==> config.mk <==
export PLATFORM = sky130hd
export DESIGN_NAME = cache_axi_bridge
export DESIGN_NICKNAME = d
export VERILOG_FILES = /design/src/rtl/cache_axi_bridge.sv
export SDC_FILE = /design/constraint.sdc
export NUM_CORES = 1
export LEC_CHECK = 0
export ABC_AREA = 1
export CORE_AREA = 3 3 167 169
export DETAILED_ROUTE_END_ITERATION = 8
export DIE_AREA = 0 0 170 172
export SLEW_MARGIN = 20
export SYNTH_ARGS = -nofsm -noshare
export SYNTH_HDL_FRONTEND = slang
export SYNTH_SLANG_ARGS = --single-unit
==> constraint.sdc <==
create_clock -name clk -period 10.1 [get_ports clk]
set_input_delay 1.515 -clock clk [delete_from_list [all_inputs] [get_ports clk]]
set_output_delay 1.515 -clock clk [all_outputs]
set_load 0.05 [all_outputs]
==> src/rtl/cache_axi_bridge.sv <==
// cache_axi_bridge: converts the data cache's native read/write request interface into an AXI4 master
//
// Ports:
//   clk, rst_n                 clock, synchronous active-low reset
//   i_rd_* / o_rd_rdy          cache read request (type 000 byte, 001 half, 010 word, 100 line)
//   o_ret_*                    read return beats; o_ret_last = {error, last}
//   i_wr_* / o_wr_rdy          cache write request with 128-bit line data and byte strobe
//   AR/R, AW/W/B channels      AXI4 master, one outstanding read and one outstanding write
//
// Build option: define BRIDGE_RAW_CHECK_EN to block only reads that hit the line of a
// pending write; otherwise every read waits until the write path is idle.
module cache_axi_bridge #(
  parameter logic [3:0] RD_ID = 4'd0,
  parameter logic [3:0] WR_ID = 4'd1
) (
  input  logic         clk,
  input  logic         rst_n,
  input  logic         i_rd_req,
  input  logic [2:0]   i_rd_type,
  input  logic [31:0]  i_rd_addr,
  output logic         o_rd_rdy,
  output logic         o_ret_valid,
  output logic [1:0]   o_ret_last,
  output logic [31:0]  o_ret_data,
  input  logic         i_wr_req,
  input  logic [2:0]   i_wr_type,
  input  logic [31:0]  i_wr_addr,
  input  logic [3:0]   i_wr_wstrb,
  input  logic [127:0] i_wr_data,
  output logic         o_wr_rdy,
  output logic [3:0]   o_arid,
  output logic [31:0]  o_araddr,
  output logic [7:0]   o_arlen,
  output logic [2:0]   o_arsize,
  output logic [1:0]   o_arburst,
  output logic         o_arvalid,
  input  logic         i_arready,
  input  logic [3:0]   i_rid,
  input  logic [31:0]  i_rdata,
  input  logic [1:0]   i_rresp,
  input  logic         i_rlast,
  input  logic         i_rvalid,
  output logic         o_rready,
  output logic [3:0]   o_awid,
  output logic [31:0]  o_awaddr,
  output logic [7:0]   o_awlen,
  output logic [2:0]   o_awsize,
  output logic [1:0]   o_awburst,
  output logic         o_awvalid,
  input  logic         i_awready,
  output logic [31:0]  o_wdata,
  output logic [3:0]   o_wstrb,
  output logic         o_wlast,
  output logic         o_wvalid,
  input  logic         i_wready,
  input  logic [3:0]   i_bid,
  input  logic [1:0]   i_bresp,
  input  logic         i_bvalid,
  output logic         o_bready
);
  typedef enum logic [1:0] {R_IDLE, R_ADDR, R_DATA} rstate_t;
  typedef enum logic [1:0] {W_IDLE, W_REQ, W_RESP} wstate_t;
  rstate_t        r_rstate;
  wstate_t        r_wstate;
  logic           r_arvalid, r_rready, r_awvalid, r_wvalid, r_bready;
  logic [31:0]    r_araddr, r_awaddr;
  logic [7:0]     r_arlen, r_awlen;
  logic [2:0]     r_arsize, r_awsize;
  logic [3:0]     r_wstrb;
  logic [127:0]   r_wdata;
  logic [1:0]     r_beat;
  logic           w_rline, w_wline, w_wr_acc, w_hazard, w_aw_ok, w_w_ok;
  logic           w_unused;
  assign w_rline  = i_rd_type == 3'b100;
  assign w_wline  = i_wr_type == 3'b100;
  assign w_wr_acc = i_wr_req && o_wr_rdy;
`ifdef BRIDGE_RAW_CHECK_EN
  assign w_hazard = (r_wstate != W_IDLE && i_rd_addr[31:4] == r_awaddr[31:4]) ||
                    (w_wr_acc && i_rd_addr[31:4] == i_wr_addr[31:4]);
`else
  assign w_hazard = (r_wstate != W_IDLE) || w_wr_acc;
`endif
  assign o_rd_rdy    = r_rstate == R_IDLE && !w_hazard;
  assign o_wr_rdy    = r_wstate == W_IDLE;
  assign o_ret_valid = r_rready && i_rvalid;
  assign o_ret_last  = r_rready ? {i_rresp != 2'b00, i_rlast} : 2'b00;
  assign o_ret_data  = i_rdata;
  assign o_arid      = RD_ID;
  assign o_araddr    = r_araddr;
  assign o_arlen     = r_arlen;
  assign o_arsize    = r_arsize;
  assign o_arburst   = 2'b01;
  assign o_arvalid   = r_arvalid;
  assign o_rready    = r_rready;
  assign o_awid      = WR_ID;
  assign o_awaddr    = r_awaddr;
  assign o_awlen     = r_awlen;
  assign o_awsize    = r_awsize;
  assign o_awburst   = 2'b01;
  assign o_awvalid   = r_awvalid;
  assign o_wdata     = r_wdata[32*r_beat +: 32];
  assign o_wstrb     = r_wstrb;
  assign o_wlast     = {6'd0, r_beat} == r_awlen;
  assign o_wvalid    = r_wvalid;
  assign o_bready    = r_bready;
  // AW and the final W beat may complete in either order or together
  assign w_aw_ok  = !r_awvalid || i_awready;
  assign w_w_ok   = !r_wvalid || (i_wready && o_wlast);
  assign w_unused = ^{i_rid, i_bid, i_bresp};
  always_ff @(posedge clk) begin
    if (!rst_n) begin
      r_rstate  <= R_IDLE;
      r_arvalid <= 1'b0;
      r_rready  <= 1'b0;
    end else begin
      case (r_rstate)
        R_IDLE: if (i_rd_req && o_rd_rdy) begin
          r_rstate  <= R_ADDR;
          r_arvalid <= 1'b1;
          r_araddr  <= w_rline ? {i_rd_addr[31:4], 4'h0} : i_rd_addr;
          r_arlen   <= w_rline ? 8'd3 : 8'd0;
          r_arsize  <= w_rline ? 3'd2 : {1'b0, i_rd_type[1:0]};
        end
        R_ADDR: if (i_arready) begin
          r_rstate  <= R_DATA;
          r_arvalid <= 1'b0;
          r_rready  <= 1'b1;
        end
        R_DATA: if (i_rvalid && i_rlast) begin
          r_rstate <= R_IDLE;
          r_rready <= 1'b0;
        end
        default: r_rstate <= R_IDLE;
      endcase
    end
  end
  always_ff @(posedge clk) begin
    if (!rst_n) begin
      r_wstate  <= W_IDLE;
      r_awvalid <= 1'b0;
      r_wvalid  <= 1'b0;
      r_bready  <= 1'b0;
      r_beat    <= 2'd0;
    end else begin
      case (r_wstate)
        W_IDLE: if (i_wr_req) begin
          r_wstate  <= W_REQ;
          r_awvalid <= 1'b1;
          r_wvalid  <= 1'b1;
          r_beat    <= 2'd0;
          r_awaddr  <= w_wline ? {i_wr_addr[31:4], 4'h0} : i_wr_addr;
          r_awlen   <= w_wline ? 8'd3 : 8'd0;
          r_awsize  <= w_wline ? 3'd2 : {1'b0, i_wr_type[1:0]};
          r_wstrb   <= w_wline ? 4'hF : i_wr_wstrb;
          r_wdata   <= i_wr_data;
        end
        W_REQ: begin
          if (i_awready) r_awvalid <= 1'b0;
          if (r_wvalid && i_wready) begin
            r_beat <= r_beat + 2'd1;
            if (o_wlast) r_wvalid <= 1'b0;
          end
          if (w_aw_ok && w_w_ok) begin
            r_wstate <= W_RESP;
            r_bready <= 1'b1;
          end
        end
        W_RESP: if (i_bvalid) begin
          r_wstate <= W_IDLE;
          r_bready <= 1'b0;
        end
        default: r_wstate <= W_IDLE;
      endcase
    end
  end
endmodule

==> run metrics <==
Reg area around 0.0063 sq mm; htree depth 1; post-route minimum period around 4.8 ns; WL met2 11.2 mm; share of cells above drive strength 1 7.22%; FF+latch count, synth 213; clk buf depth 3; Lkg Pwr ~4.3 nW; WP data arrival 3.25 ns; warning count from the yosys run 0; area of the multi-input gates about 0.0012 sq mm; antenna violations before repair 1; routed len/inst 18.5 um; CTS Root Cell clkbuf_16; total grt overflow 0; DR WL met3 2.31 mm; Distinct cells, synth 29; EDFF count, synth 202; number of top-level pins 433; pre-CTS worst setup slack 5.44 ns; hold buffer count at cts 0; share of the yosys chip area belonging to registers approximately 78%; Synth async-reset ratio 0%; Die X 170 um; uppermost routed layer met4; worst slew pin tran 1.17 ns; DR pass1 iterations 5; Final Skew 0.0132 ns; vias in the first global route 5447; NumNets Final 1111; Total GRT Usage 14.7%; Skew-Pair Late Insertion Delay approximately 0.53 ns; CP Capture Type output port; via count 5339; total CTS buffers 25; cell count after synthesis approximately 550; DRC viols 0; hold depth 2; DRT antenna net count 0; largest net degree at the start of global routing 169; Clock transition at path regs 0.05 ns; Post-DP HPWL 15.8 mm; Max-Cap Viols 0; commonest non-fill, non-tap cells in the layout 332 x clkdlybuf4s50_1, 202 x edfxtp_1, 74 x nor2_1; final worst-path cycle share between 40% and 50%; RePlAce Congestion 0.749; row count 60; status finished, final reports clean; CP max FO 34; Worst R2R Path Depth 4; TritonCTS sink count 213; min setup slack post-route 5.34 ns; area delta synth->final 50.9%; FF-to-FF setup slack 8.09 ns; kind of critical path reg -> out; initial core utilization between 30% and 40%; Hold Vio Cnt, Final 0; final setup fails 0; Post-Syn Area 0.00809 sq mm; I/O Buffers 332; first-pass GRT wire length about 33 mm; Total Routed Length 22.5 mm; Worst R2R Start r_wstate[1]; post-route setup TNS 0 ns; Worst Path Required 8.59 ns; Max Fclk 210 MHz; hold_sp o_bready; slew margin rel. a little over a fifth; Resize count post-CTS 0; WL met1 about 8.0 mm; die area around 0.029 sq mm; Power Dens Cells 179 mW/mm^2; Slew Limit Fails 0; CTS tree done; Vert. Die Dim 172 um; first-iteration detailed-routing DRC count 306; VDD IR max 0.000134 V; hold endpoint o_bready; syn avg cell area 14.8 sq um; R2R Path End r_wdata[27]; fillers 2406; vias per inst roughly 4.4; Synth Flop Type edfxtp_1; commonest non-fill, non-tap cell in the layout clkdlybuf4s50_1; RSZ-0062 raised after global routing no; Worst Setup Start Kind register; Setup Buffers After CTS 0; Hold Crit Class reg -> reg; core box area 0.0267 sq mm
[metrics by stage]
stage / power, mW / util, % / cells / area [sq um] / hold WS (ns)
3_3_place_gp: 1.35 / 42.7 / 1169 / 11400 / 0.452
3_5_place_dp: 1.36 / 42.7 / 1169 / 11400 / 0.457
6_report: 2.19 / 45.7 / 1215 / 12200 / 0.462
4_1_cts: 2.22 / 45.7 / 1214 / 12200 / 0.464
5_1_grt: 2.28 / 45.7 / 1215 / 12200 / 0.484
2_1_floorplan: 1.26 / - / 572 / 8180 / 0.518
[kinds of logic after synthesis]
| family | share of synthesized area, % |
|---|---|
| simple gates | 6.56 |
| flops | 77.7 |
| other cells | 0.0928 |
| compound gates | 7.52 |
| buf+inv | 8.12 |
[worst max-delay path, cell delays in order, from the launching register on]
cell and delay [ns]:
dfxtp_2 0.48, buf_4 0.29, inv_2 0.57, o21ai_1 0.25, o22ai_1 0.25, clkdlybuf4s50_1 0.86
[synthesized netlist by cell type (2+ instances only)]
cell	instances	area, sq um
nor2_1	76	285
nand2_1	22	82.6
nand2_2	2	12.5
clkbuf_1	8	30.0
nand3_1	3	15.0
or2_2	6	37.5
a21oi_1	9	45.0
dfxtp_1	11	220
nor2_4	2	22.5
conb_1	2	7.51
edfxtp_1	202	6070
o21ai_0	41	205
buf_2	6	30.0
nand3_2	2	20.0
inv_1	18	67.6
o22ai_1	32	200
inv_2	3	11.3
o21ai_1	25	125
nor3_2	2	20.0
buf_4	67	503
[report_power, final]
group	switching, mW	internal, mW
Sequential	0.0126	1.02
Combinational	0.180	0.126
Clock	0.345	0.505
Total	0.537	1.65
[sequential cells by signal, indices dropped and copies added (netlist names)]
signal	cells
o_arvalid	1
o_bready	1
o_arsize	2
o_rready	1
o_wvalid	1
r_wdata	128
o_awaddr	32
r_wstate	2
o_awvalid	1
o_wstrb	4
o_arlen	1
o_awlen	1
o_awsize	2
r_rstate	2
r_beat	2
o_araddr	32
[cell type report]
class	instances	share of cell area (%)
Tap cell	341	3.50
Sequential cell	213	51.5
Multi-Input combinational cell	255	10.2
Inverter	22	0.677
Clock buffer	30	5.28
Antenna cell	1	0.0205
Clock inverter	15	1.08
Timing Repair Buffer	338	27.7
[worst max path at each step]
stage / start / to / slack, ns / cells after the start
6_report: r_beat[1] / o_wdata[23] / 5.34 / 5
5_1_grt: r_beat[1] / o_wdata[23] / 5.13 / 5
4_1_cts: r_beat[1] / o_wdata[23] / 5.19 / 5
3_5_place_dp: i_wr_req / o_rd_rdy / 5.44 / 3
3_3_place_gp: i_wr_req / o_rd_rdy / 5.44 / 3
2_1_floorplan: rst_n / o_awaddr[0] / 0.80 / 2
[per-layer routing]
metal / vias to the layer above / GRT usage, %
met4: 0 / 7.13
met2: 246 / 25.0
met3: 68 / 5.78
met5: - / 0
li1: 2520 / -
met1: 2505 / 16.1
Note: power is estimated with default switching activity, not from simulation.
